`config.mk`:
```
export PLATFORM = sky130hd
export DESIGN_NAME = team_06_lcd_sequencer
export DESIGN_NICKNAME = d
export VERILOG_FILES = /design/src/rtl/team_06_lcd_sequencer.sv
export SDC_FILE = /design/constraint.sdc
export NUM_CORES = 1
export LEC_CHECK = 0
export ABC_AREA = 1
export CAP_MARGIN = 40
export CORE_UTILIZATION = 45
export DETAILED_ROUTE_END_ITERATION = 10
export GPL_ROUTABILITY_DRIVEN = 1
export PLACE_DENSITY_LB_ADDON = 0.25
export SYNTH_ARGS = -nofsm -noshare
export SYNTH_HDL_FRONTEND = slang
export SYNTH_SLANG_ARGS = --single-unit
```
`constraint.sdc`:
```
create_clock -name clk -period 1.8 [get_ports clk]
set_clock_uncertainty 0.05 [all_clocks]
set_input_delay 0.54 -clock clk [delete_from_list [all_inputs] [get_ports clk]]
set_output_delay 0.54 -clock clk [all_outputs]
set_load 0.1 [all_outputs]
```
`src/rtl/team_06_lcd_sequencer.sv`:
```
// Expands 6-bit HD44780 nibble commands into PCF8574 backpack byte pairs (EN high, EN low),
// issues them to a byte-level I2C master and waits the execution delay. Macro: TEAM_06_LCD_BACKLIGHT_EN.
module team_06_lcd_sequencer #(
  parameter int SHORT_DELAY = 400,
  parameter int LONG_DELAY  = 16000,
  parameter int ACK_TIMEOUT = 4096
) (
  input  logic       clk,
  input  logic       rst,
`ifdef TEAM_06_LCD_BACKLIGHT_EN
  input  logic       backlight,
`endif
  input  logic       trans,
  input  logic [5:0] lcdOut,
  output logic       ready,
  output logic       commsError,
  output logic       busy,
  output logic       i2c_req,
  output logic [7:0] i2c_data,
  input  logic       i2c_done,
  input  logic       i2c_nack
);

  localparam int MAX_DELAY = (LONG_DELAY > SHORT_DELAY) ? LONG_DELAY : SHORT_DELAY;
  localparam int HW = $clog2(MAX_DELAY + 1);
  localparam int TW = $clog2(ACK_TIMEOUT + 1);
  localparam logic [HW-1:0] SHORT_LOAD = HW'(SHORT_DELAY - 1);
  localparam logic [HW-1:0] LONG_LOAD  = HW'(LONG_DELAY - 1);
  localparam logic [TW-1:0] TMO_LAST   = TW'(ACK_TIMEOUT - 1);
`ifdef TEAM_06_LCD_BACKLIGHT_EN
  localparam logic [7:0] DATA_RST = 8'h00;
`else
  localparam logic [7:0] DATA_RST = 8'h08;
`endif

  typedef enum logic [2:0] {
    IDLE    = 3'd0,
    SEND_HI = 3'd1,
    WAIT_HI = 3'd2,
    SEND_LO = 3'd3,
    WAIT_LO = 3'd4,
    HOLD    = 3'd5,
    DONE    = 3'd6,
    ERR     = 3'd7
  } state_t;

  state_t          state;
  state_t          state_next;
  logic [5:0]      cmd_q;
  logic            phase;
  logic [3:0]      prev_hi;
  logic [HW-1:0]   hold_cnt;
  logic [TW-1:0]   tmo_cnt;
  logic            long_sel;
  logic            send_next;
  logic [5:0]      src_cmd;
  logic            src_bl;
  logic [7:0]      data_next;
`ifdef TEAM_06_LCD_BACKLIGHT_EN
  logic            bl_q;
`endif

  // State register
  always_ff @(posedge clk) begin
    if (rst) begin
      state <= IDLE;
    end else begin
      state <= state_next;
    end
  end

  // Next-state logic
  always_comb begin
    state_next = state;
    case (state)
      IDLE:    if (trans) state_next = SEND_HI; else state_next = IDLE;
      SEND_HI: state_next = WAIT_HI;
      WAIT_HI: begin
        if (i2c_done)                state_next = i2c_nack ? ERR : SEND_LO;
        else if (tmo_cnt == TMO_LAST) state_next = ERR;
        else                         state_next = WAIT_HI;
      end
      SEND_LO: state_next = WAIT_LO;
      WAIT_LO: begin
        if (i2c_done)                state_next = i2c_nack ? ERR : HOLD;
        else if (tmo_cnt == TMO_LAST) state_next = ERR;
        else                         state_next = WAIT_LO;
      end
      HOLD:    if (hold_cnt == {HW{1'b0}}) state_next = DONE; else state_next = HOLD;
      DONE:    state_next = IDLE;
      ERR:     state_next = IDLE;
      default: state_next = IDLE;
    endcase
  end

  // Outputs are registered from state_next, so the byte is built from lcdOut while cmd_q is still loading
  always_comb begin
    src_cmd = (state == IDLE) ? lcdOut : cmd_q;
`ifdef TEAM_06_LCD_BACKLIGHT_EN
    src_bl  = (state == IDLE) ? backlight : bl_q;
`else
    src_bl  = 1'b1;
`endif
    send_next = (state_next == SEND_HI) || (state_next == SEND_LO);
    data_next = {src_cmd[3:0], src_bl, (state_next == SEND_HI), src_cmd[4], src_cmd[5]};
    // Clear-display / return-home: low nibble 1..3 after a zero high nibble, instruction register
    long_sel  = phase && !cmd_q[5] && (prev_hi == 4'b0000) &&
                (cmd_q[3:2] == 2'b00) && (cmd_q[1:0] != 2'b00);
  end

  // Command latch, nibble phase, timeout and hold counters
  always_ff @(posedge clk) begin
    if (rst) begin
      cmd_q    <= 6'b000000;
      phase    <= 1'b0;
      prev_hi  <= 4'b0000;
      hold_cnt <= {HW{1'b0}};
      tmo_cnt  <= {TW{1'b0}};
`ifdef TEAM_06_LCD_BACKLIGHT_EN
      bl_q     <= 1'b0;
`endif
    end else begin
      if (state == IDLE && trans) begin
        cmd_q <= lcdOut;
`ifdef TEAM_06_LCD_BACKLIGHT_EN
        bl_q  <= backlight;
`endif
      end
      case (state)
        SEND_HI, SEND_LO: tmo_cnt <= {TW{1'b0}};
        WAIT_HI, WAIT_LO: tmo_cnt <= tmo_cnt + TW'(1);
        default:          tmo_cnt <= tmo_cnt;
      endcase
      if (state == WAIT_LO && state_next == HOLD) begin
        hold_cnt <= long_sel ? LONG_LOAD : SHORT_LOAD;
      end else if (state == HOLD && hold_cnt != {HW{1'b0}}) begin
        hold_cnt <= hold_cnt - HW'(1);
      end
      if (state == DONE) begin
        phase <= ~phase;
        if (!phase) prev_hi <= cmd_q[3:0];
      end else if (state == ERR) begin
        phase <= 1'b0;
      end
    end
  end

  // Registered handshake and byte outputs
  always_ff @(posedge clk) begin
    if (rst) begin
      ready      <= 1'b0;
      commsError <= 1'b0;
      busy       <= 1'b0;
      i2c_req    <= 1'b0;
      i2c_data   <= DATA_RST;
    end else begin
      ready      <= (state_next == DONE);
      commsError <= (state_next == ERR);
      busy       <= (state_next != IDLE);
      i2c_req    <= send_next;
      if (send_next) i2c_data <= data_next;
    end
  end

endmodule

```
==> impl_table.tex, run 1 <==
\begin{tabular}{lr}
\hline
Metric & Value \\
\hline
\multicolumn{2}{l}{\textbf{Place}} \\
\quad Routability congestion estimate & approximately 0.87 \\
\quad Count of buffers inserted at the top-level ports & 21 \\
\quad Placed wire-length estimate after detailed placement & about 4200 µm \\
\quad Pre-CTS worst setup slack & -0.465 ns \\
\multicolumn{2}{l}{\textbf{Logic synthesis}} \\
\quad Most used flip-flop cell after synthesis & sky130\_fd\_sc\_hd\_\_dfxtp\_1 \\
\quad Post-Synthesis Cells & 384 \\
\quad Distinct cells, synth & 34 \\
\quad Cell type contributing the most total cell area after synthesis & sky130\_fd\_sc\_hd\_\_dfxtp\_1 \\
\quad Most numerous cell in the Yosys netlist & sky130\_fd\_sc\_hd\_\_nand2\_1 \\
\quad Area share of the largest cell type after synthesis & 0.398 \\
\quad Syn\_nets & approximately 400 \\
\quad Combined area of all synthesized cells & roughly 0.0026 mm² \\
\quad Share of async-settable or async-resettable flops after synthesis & 0 \\
\quad Sequential area share after synthesis & 0.398 \\
\quad Ranking of synthesized cells by area & sky130\_fd\_sc\_hd\_\_dfxtp\_1 40\%, sky130\_fd\_sc\_hd\_\_nand2\_1 12\%, sky130\_fd\_sc\_hd\_\_nor2\_1 9.5\% \\
\quad Number of enable-type register cells in the synthesized netlist & 0 \\
\quad Synthesis Warnings & 0 \\
\quad Number of synthesized register bits & 52 \\
\quad Top cells by count, synth & 82 x sky130\_fd\_sc\_hd\_\_nand2\_1, 66 x sky130\_fd\_sc\_hd\_\_nor2\_1, 52 x sky130\_fd\_sc\_hd\_\_dfxtp\_1 \\
\quad Average footprint of a synthesized cell & about 6.8 µm² \\
\multicolumn{2}{l}{\textbf{CTS}} \\
\quad TritonCTS Buffers & 5 \\
\quad CTS tree & yes \\
\quad Maximum number of buffers from clock root to sink & 2 \\
\quad Clock root buffer & sky130\_fd\_sc\_hd\_\_clkbuf\_8 \\
\quad Clock latency of the later-clocked register in the worst-skew pair & around 0.30 ns \\
\quad Number of H-tree levels & 2 \\
\quad Hold-fix buffer count after cts & 0 \\
\quad Clock net sink count & 52 \\
\quad CTS clock-pin slew for the worst setup and hold paths & 0.09 ns \\
\multicolumn{2}{l}{\textbf{STA}} \\
\quad Final Hold Viols & 0 \\
\quad Relative max-transition margin & 0.650 \\
\quad Number of max-slew violations in the final report & 0 \\
\quad Clock period minus worst slack & 1.85 ns \\
\quad Final worst setup slack & -0.0507 ns \\
\quad Pin slew with the least headroom to its limit & about 0.52 ns \\
\quad Peak clock frequency supported by timing & approximately 540 MHz \\
\quad Final period utilization & 1.03 \\
\quad Unrepaired setup endpoints after global routing & yes \\
\quad Final number of setup-violating endpoints & 4 \\
\multicolumn{2}{l}{\textbf{Floorplanning}} \\
\quad IO Count & 23 \\
\quad Number of core rows & 27 \\
\quad Starting density of the core & 0.472 \\
\quad Die X & roughly 78 µm \\
\quad Core area & $\sim$0.0055 mm² \\
\quad Total Die Area & 0.00611 mm² \\
\quad Chip Height & $\sim$78 µm \\
\multicolumn{2}{l}{\textbf{Route}} \\
\quad Vias & approximately 2600 \\
\quad Routed wirelength normalized by instance count & about 12 µm \\
\quad Remaining number of nets flagged by the antenna check after routing & 0 \\
\quad Drc violations & 0 \\
\quad Number of DRC markers in iteration 0 & 132 \\
\quad Routed vias/inst & a little over 5 \\
\quad Drt total wl & 6230 µm \\
\quad Pre-Repair DR Iteration Count & 5 \\
\multicolumn{2}{l}{\textbf{Setup path}} \\
\quad WP data arrival & around 2 ns \\
\quad Slowest stage delay, CP & 0.41 ns \\
\quad Worst-path fanout max & 8 \\
\quad Critical path cell sequence & clkdlybuf4s50\_1 -> or2\_4 -> nand3\_2 -> nand2\_4 -> nor2\_4 -> nand2\_4 -> nand2\_2 -> nand2\_1 -> nor2\_1 -> nor2\_1 \\
\quad Critical setup path kind & input pin to flip-flop \\
\quad Nature of the critical path startpoint & input pin \\
\quad Critical Path RT & approximately 2 ns \\
\quad Crit-path slowest cell & sky130\_fd\_sc\_hd\_\_clkdlybuf4s50\_1 \\
\quad R2r startpoint & hold\_cnt[0]\$\_SDFFE\_PP0P\_ \\
\quad Kind of end point of the critical path & flip-flop \\
\quad Critical path's top delay family & simple AND/OR/NAND/NOR gates \\
\quad Sum of buffers and inverters on the critical path & 1 \\
\quad Launching element of the worst setup path & i2c\_nack \\
\multicolumn{2}{l}{\textbf{Global routing}} \\
\quad Antenna violations before repair & 0 \\
\quad Number of global-route vias before repair & $\sim$2300 \\
\quad Total routing resource utilization after global routing & 0.210 \\
\quad Gr ovfl total & 0 \\
\quad Largest net degree at the start of global routing & 23 \\
\quad Global-route wire length before repair & 10100 µm \\
\multicolumn{2}{l}{\textbf{Final layout}} \\
\quad Area used by sequential logic in the layout & 0.00105 mm² \\
\quad Layout net count & 451 \\
\quad Syn-to-layout area delta & 36.7\% \\
\quad Number of antenna cells inserted & 0 \\
\quad Share of final-layout standard cells stronger than drive strength 1 & 0.264 \\
\quad Total of fill cells in the finished design & $\sim$500 \\
\quad Area of the multi-input gates & roughly 0.0015 mm² \\
\multicolumn{2}{l}{\textbf{Pwr}} \\
\quad Leakage & around 1.6 nW \\
\quad Total power consumption of the routed design & between 3 and 4 mW \\
\quad Power Dens Cells & around 850 mW/mm² \\
\quad Worst VDD drop & just over 0.7 mV \\
\multicolumn{2}{l}{\textbf{Status}} \\
\quad Violations in the final reports & negative setup slack \\
\quad Status & finished, violations left \\
\multicolumn{2}{l}{\textbf{Worst hold path}} \\
\quad Worst min path class & flip-flop to flip-flop \\
\quad Min-Delay Startpoint & tmo\_cnt[9]\$\_SDFFE\_PP0P\_ \\
\multicolumn{2}{l}{\textbf{Run}} \\
\quad Max Cap Viol & 0 \\
\hline
\end{tabular}
## state kept, by name (all words and copies together), names as in the netlist
register / count
ready: 1
hold_cnt: 14
tmo_cnt: 13
i2c_req: 1
i2c_data: 7
state: 3
cmd_q: 6
commsError: 1
phase: 1
prev_hi: 4
busy: 1
## report_power, final
group,switching (mW),total [mW],internal [mW]
registers,0.0638,1.29,1.22
logic,0.664,1.04,0.377
clock network,0.395,0.707,0.312
## cells in the final DEF, fill, tap and decap left out, types with 4 or more instances in the layout
cell	netlist	layout
sky130_fd_sc_hd__a211oi_1	4	4
sky130_fd_sc_hd__a21oi_1	27	26
sky130_fd_sc_hd__buf_12	0	14
sky130_fd_sc_hd__buf_4	1	31
sky130_fd_sc_hd__clkbuf_8	0	6
sky130_fd_sc_hd__clkdlybuf4s50_1	0	9
sky130_fd_sc_hd__dfxtp_1	52	45
sky130_fd_sc_hd__dfxtp_2	0	7
sky130_fd_sc_hd__inv_1	43	37
sky130_fd_sc_hd__inv_2	5	10
sky130_fd_sc_hd__nand2_1	82	72
sky130_fd_sc_hd__nand2_2	7	12
sky130_fd_sc_hd__nand2_4	0	5
sky130_fd_sc_hd__nand3_1	11	6
sky130_fd_sc_hd__nand3_2	1	4
sky130_fd_sc_hd__nand3_4	2	5
sky130_fd_sc_hd__nand4_1	6	6
sky130_fd_sc_hd__nor2_1	66	62
sky130_fd_sc_hd__nor2_4	2	5
sky130_fd_sc_hd__nor3_1	6	4
sky130_fd_sc_hd__nor3_2	3	4
sky130_fd_sc_hd__o21ai_0	33	33
sky130_fd_sc_hd__xor2_1	7	6
## routing by layer
layer,track usage,routed length [µm],up-vias
met3,0.0407,203,6
met1,0.252,2880,1186
met4,0.0852,58,0
met5,0,0,-
met2,0.365,3080,46
li1,-,-,1334
## timing repair
action | in CTS | in global routing
pin swaps | 13 | 22
setup buffers | 2 | 7
resized for setup | 23 | 33
endpoints found under the setup margin | 21 | 25
gates cloned | 1 | 0
## final cells by class
cell class	count	area share
Multi-Input combinational cell	275	0.428
Sequential cell	52	0.294
Timing Repair Buffer	56	0.174
Inverter	48	0.0512
Tap cell	72	0.0252
Clock buffer	6	0.0231
Clock inverter	2	0.00420
## per-stage QoR
stage | hold WS, ns | TNS, ns | utilization | instances | instance area, µm²
after floorplan | 0.375 | 0 | - | 384 | 2610
after global placement | 0.387 | -8.44 | 0.576 | 493 | 3190
after detailed placement | 0.405 | -9.40 | 0.576 | 493 | 3190
after CTS | 0.421 | 0 | 0.612 | 504 | 3390
after global routing | 0.434 | -2.62 | 0.645 | 511 | 3570
final | 0.407 | -0.0651 | 0.645 | 511 | 3570
## path summary, 6_finish.rpt
path / to / slack, ns / depth (start not counted)
setup / recovery: hold_cnt[13]$_SDFFE_PP0P_ / -0.05 / 10
setup reg to reg: hold_cnt[13]$_SDFFE_PP0P_ / -0.03 / 12
hold reg to reg: tmo_cnt[9]$_SDFFE_PP0P_ / 0.41 / 1
hold / removal: tmo_cnt[9]$_SDFFE_PP0P_ / 0.41 / 1
## cells by family after synthesis
kind of cell | count (synthesis) | share of synthesized area
DFF | 52 | 0.398
other | 1 | 0.00144
AOI/OAI and AO/OA | 71 | 0.146
xor gates and xnor gates | 8 | 0.0268
adders and majority gates | 2 | 0.00958
buffers and inverters | 58 | 0.0886
and+or+nand+nor | 192 | 0.329
Note: power is estimated with default switching activity, not from simulation.
==> run 2: changes to the inputs <==
ABC_CLOCK_PERIOD_IN_PS = 1800   (was not set)
CAP_MARGIN = not set   (was 40)
==> results of run 2 <==
The final DEF is identical to that of run 1; final timing and power are the same.
==> run 3: changes to the inputs <==
--- a/config.mk
+++ b/config.mk
@@ -11,5 +11,6 @@
 export DETAILED_ROUTE_END_ITERATION = 10
 export GPL_ROUTABILITY_DRIVEN = 1
-export PLACE_DENSITY_LB_ADDON = 0.25
+export PLACE_DENSITY_LB_ADDON = 0.1
+export SLEW_MARGIN = 20
 export SYNTH_ARGS = -nofsm -noshare
 export SYNTH_HDL_FRONTEND = slang
==> constraint.sdc (replaced) <==
create_clock -name clk -period 1.8 [get_ports clk]
set_clock_uncertainty 0.05 [all_clocks]
set_input_delay 0.36 -clock clk [delete_from_list [all_inputs] [get_ports clk]]
set_output_delay 0.36 -clock clk [all_outputs]
set_load 0.1 [all_outputs]
==> impl_table.tex, run 3 (synthesized netlist as in run 1, its figures left out) <==
\begin{tabular}{lr}
\hline
Metric & Value \\
\hline
\multicolumn{2}{l}{\textbf{Status}} \\
\quad Status & finished clean \\
\multicolumn{2}{l}{\textbf{Setup path}} \\
\quad Nature of the critical path startpoint & flip-flop \\
\quad Critical Path RT & about 2.0 ns \\
\quad Launching element of the worst setup path & hold\_cnt[0]\$\_SDFFE\_PP0P\_ \\
\quad R2r startpoint & hold\_cnt[0]\$\_SDFFE\_PP0P\_ \\
\quad Kind of end point of the critical path & flip-flop \\
\quad Cell repeated most along the worst path & sky130\_fd\_sc\_hd\_\_nand2\_1 \\
\quad Crit-path slowest cell & sky130\_fd\_sc\_hd\_\_dfxtp\_2 \\
\quad Critical setup path kind & flip-flop to flip-flop \\
\quad Worst-path fanout max & 8 \\
\quad Critical path cell sequence & inv\_2 -> ha\_4 -> inv\_4 -> nor3\_4 -> nand3\_2 -> nand2\_1 -> nand2\_1 -> nand2\_2 -> nand2\_4 -> nand3\_4 -> nand2\_1 -> inv\_1 -> nor2\_1 -> nor2\_1 \\
\quad Slowest stage delay, CP & approximately 0.33 ns \\
\quad WP data arrival & between 1.5 and 2 ns \\
\multicolumn{2}{l}{\textbf{Route}} \\
\quad Pre-Repair DR Iteration Count & 4 \\
\quad Drc violations & 0 \\
\quad Routed wirelength normalized by instance count & about 12 µm \\
\quad Drt total wl & about 6100 µm \\
\quad Remaining number of nets flagged by the antenna check after routing & 0 \\
\quad Vias & 2548 \\
\quad Routed vias/inst & 4.95 \\
\quad Number of DRC markers in iteration 0 & $\sim$140 \\
\multicolumn{2}{l}{\textbf{CTS}} \\
\quad Clock net sink count & 52 \\
\quad Clock latency of the later-clocked register in the worst-skew pair & around 0.31 ns \\
\quad CTS clock-pin slew for the worst setup and hold paths & roughly 0.1 ns \\
\quad TritonCTS Buffers & 5 \\
\quad Clock root buffer & sky130\_fd\_sc\_hd\_\_clkbuf\_8 \\
\quad Maximum number of buffers from clock root to sink & 2 \\
\quad Hold-fix buffer count after cts & 0 \\
\quad Number of H-tree levels & 2 \\
\quad CTS tree & yes \\
\multicolumn{2}{l}{\textbf{STA}} \\
\quad Unrepaired setup endpoints after global routing & yes \\
\quad Final period utilization & 0.994 \\
\quad Peak clock frequency supported by timing & around 560 MHz \\
\quad Final number of setup-violating endpoints & 0 \\
\quad Number of max-slew violations in the final report & 0 \\
\quad Final Hold Viols & 0 \\
\quad Final worst setup slack & between 0.01 and 0.015 ns \\
\quad Clock period minus worst slack & 1.79 ns \\
\multicolumn{2}{l}{\textbf{Final layout}} \\
\quad Share of final-layout standard cells stronger than drive strength 1 & 0.244 \\
\quad Layout net count & 455 \\
\quad Leading registers by flop count & hold\_cnt x14, tmo\_cnt x13, i2c\_data x7 \\
\quad Number of flip-flops under the largest register name & 14 \\
\quad Register with the highest flop count & hold\_cnt \\
\quad Number of antenna cells inserted & 0 \\
\quad Core occupancy in the finished layout & 0.640 \\
\quad Syn-to-layout area delta & 35.8\% \\
\quad Highest-count cells in the layout ignoring fill and taps & 78 x sky130\_fd\_sc\_hd\_\_nand2\_1, 60 x sky130\_fd\_sc\_hd\_\_nor2\_1, 48 x sky130\_fd\_sc\_hd\_\_dfxtp\_1 \\
\quad Most common cell after layout, fill and taps aside & sky130\_fd\_sc\_hd\_\_nand2\_1 \\
\multicolumn{2}{l}{\textbf{Floorplanning}} \\
\quad Number of core rows & 27 \\
\quad Chip Height & 78.2 µm \\
\quad Total Die Area & about 0.0061 mm² \\
\quad Die X & just under 80 µm \\
\quad Starting density of the core & 0.472 \\
\quad Core area & 0.00554 mm² \\
\quad IO Count & 23 \\
\multicolumn{2}{l}{\textbf{Global routing}} \\
\quad Total routing resource utilization after global routing & 0.212 \\
\quad Global-route wire length before repair & between 10000 and 15000 µm \\
\quad Gr ovfl total & 0 \\
\quad Number of global-route vias before repair & 2300 \\
\quad Antenna violations before repair & 0 \\
\quad Largest net degree at the start of global routing & 24 \\
\multicolumn{2}{l}{\textbf{Worst hold path}} \\
\quad Worst min path class & flip-flop to flip-flop \\
\quad Min-Delay Startpoint & tmo\_cnt[10]\$\_SDFFE\_PP0P\_ \\
\multicolumn{2}{l}{\textbf{Pwr}} \\
\quad Total power consumption of the routed design & 3.03 mW \\
\quad Power Dens Cells & 853 mW/mm² \\
\quad Worst VDD drop & slightly above 0.6 mV \\
\quad Leakage & 1.56 nW \\
\multicolumn{2}{l}{\textbf{Place}} \\
\quad Placed wire-length estimate after detailed placement & between 4000 and 5000 µm \\
\quad Routability congestion estimate & roughly 0.77 \\
\quad Count of buffers inserted at the top-level ports & 21 \\
\quad Pre-CTS worst setup slack & -0.249 ns \\
\multicolumn{2}{l}{\textbf{Run}} \\
\quad Max Cap Viol & 0 \\
\hline
\end{tabular}
[run 3: changes by cell type in the layout (fill, tap and decap cells not counted), sizes merged]
cell | previous run | this run
clkdlybuf4s50 | 9 | 10
dlygate4sd2 | 1 | 0
clkinvlp | 2 | 1
nand3 | 15 | 16
clkbuf | 6 | 7
buf | 46 | 49
[run 3: critical path, delay by kind of cell (launching register included)]
family,cells,cell delay (ns)
adder cells (fa/ha/maj),1,0.16
buffers and inverters,3,0.17
flip-flops,1,0.33
AND/OR/NAND/NOR,10,1.02
[run 3: timing repair]
action	CTS	global route
endpoints found under the setup margin	13	26
pin swaps	2	16
cloned	0	2
buffers inserted	0	8
resized for setup	4	41
[run 3: routing by layer]
layer,up-vias,track usage,wire length (µm)
met4,0,0.0537,53
met2,44,0.342,2870
met1,1152,0.289,2950
li1,1347,-,-
met5,-,0,0
met3,5,0.0419,225
[run 3: where the power goes]
| part | leakage (nW) | internal, mW | switching [mW] |
|---|---|---|---|
| clock | 0.0445 | 0.313 | 0.386 |
| combinational | 1.09 | 0.382 | 0.659 |
| sequential | 0.425 | 1.22 | 0.0617 |
| total | 1.56 | 1.92 | 1.11 |
[run 3: stage by stage]
stage               setup TNS (ns)  hold WS (ns)  area, µm²  instances
CTS                              0         0.418       3320        505
global placement             -3.99         0.382       3210        497
finish                           0         0.413       3550        515
floorplan                        0         0.375       2610        384
detailed placement           -4.46         0.404       3210        497
global route                 -1.59         0.466       3550        515
[run 3: path summary, 6_finish.rpt]
path | end | slack [ns] | cells past startpoint
max | hold_cnt[8]$_SDFFE_PP0P_ | 0.01 | 14
min | tmo_cnt[10]$_SDFFE_PP0P_ | 0.41 | 1
max reg2reg | hold_cnt[8]$_SDFFE_PP0P_ | 0.01 | 14
min reg2reg | tmo_cnt[10]$_SDFFE_PP0P_ | 0.41 | 1
[run 3: layout make-up]
type	instances	area, µm²
Sequential cell	52	1050
Multi-Input combinational cell	276	1510
Clock inverter	1	7.51
Inverter	48	188
Tap cell	72	90.1
Clock buffer	7	86.3
Fill cell	522	1990
Timing Repair Buffer	59	626
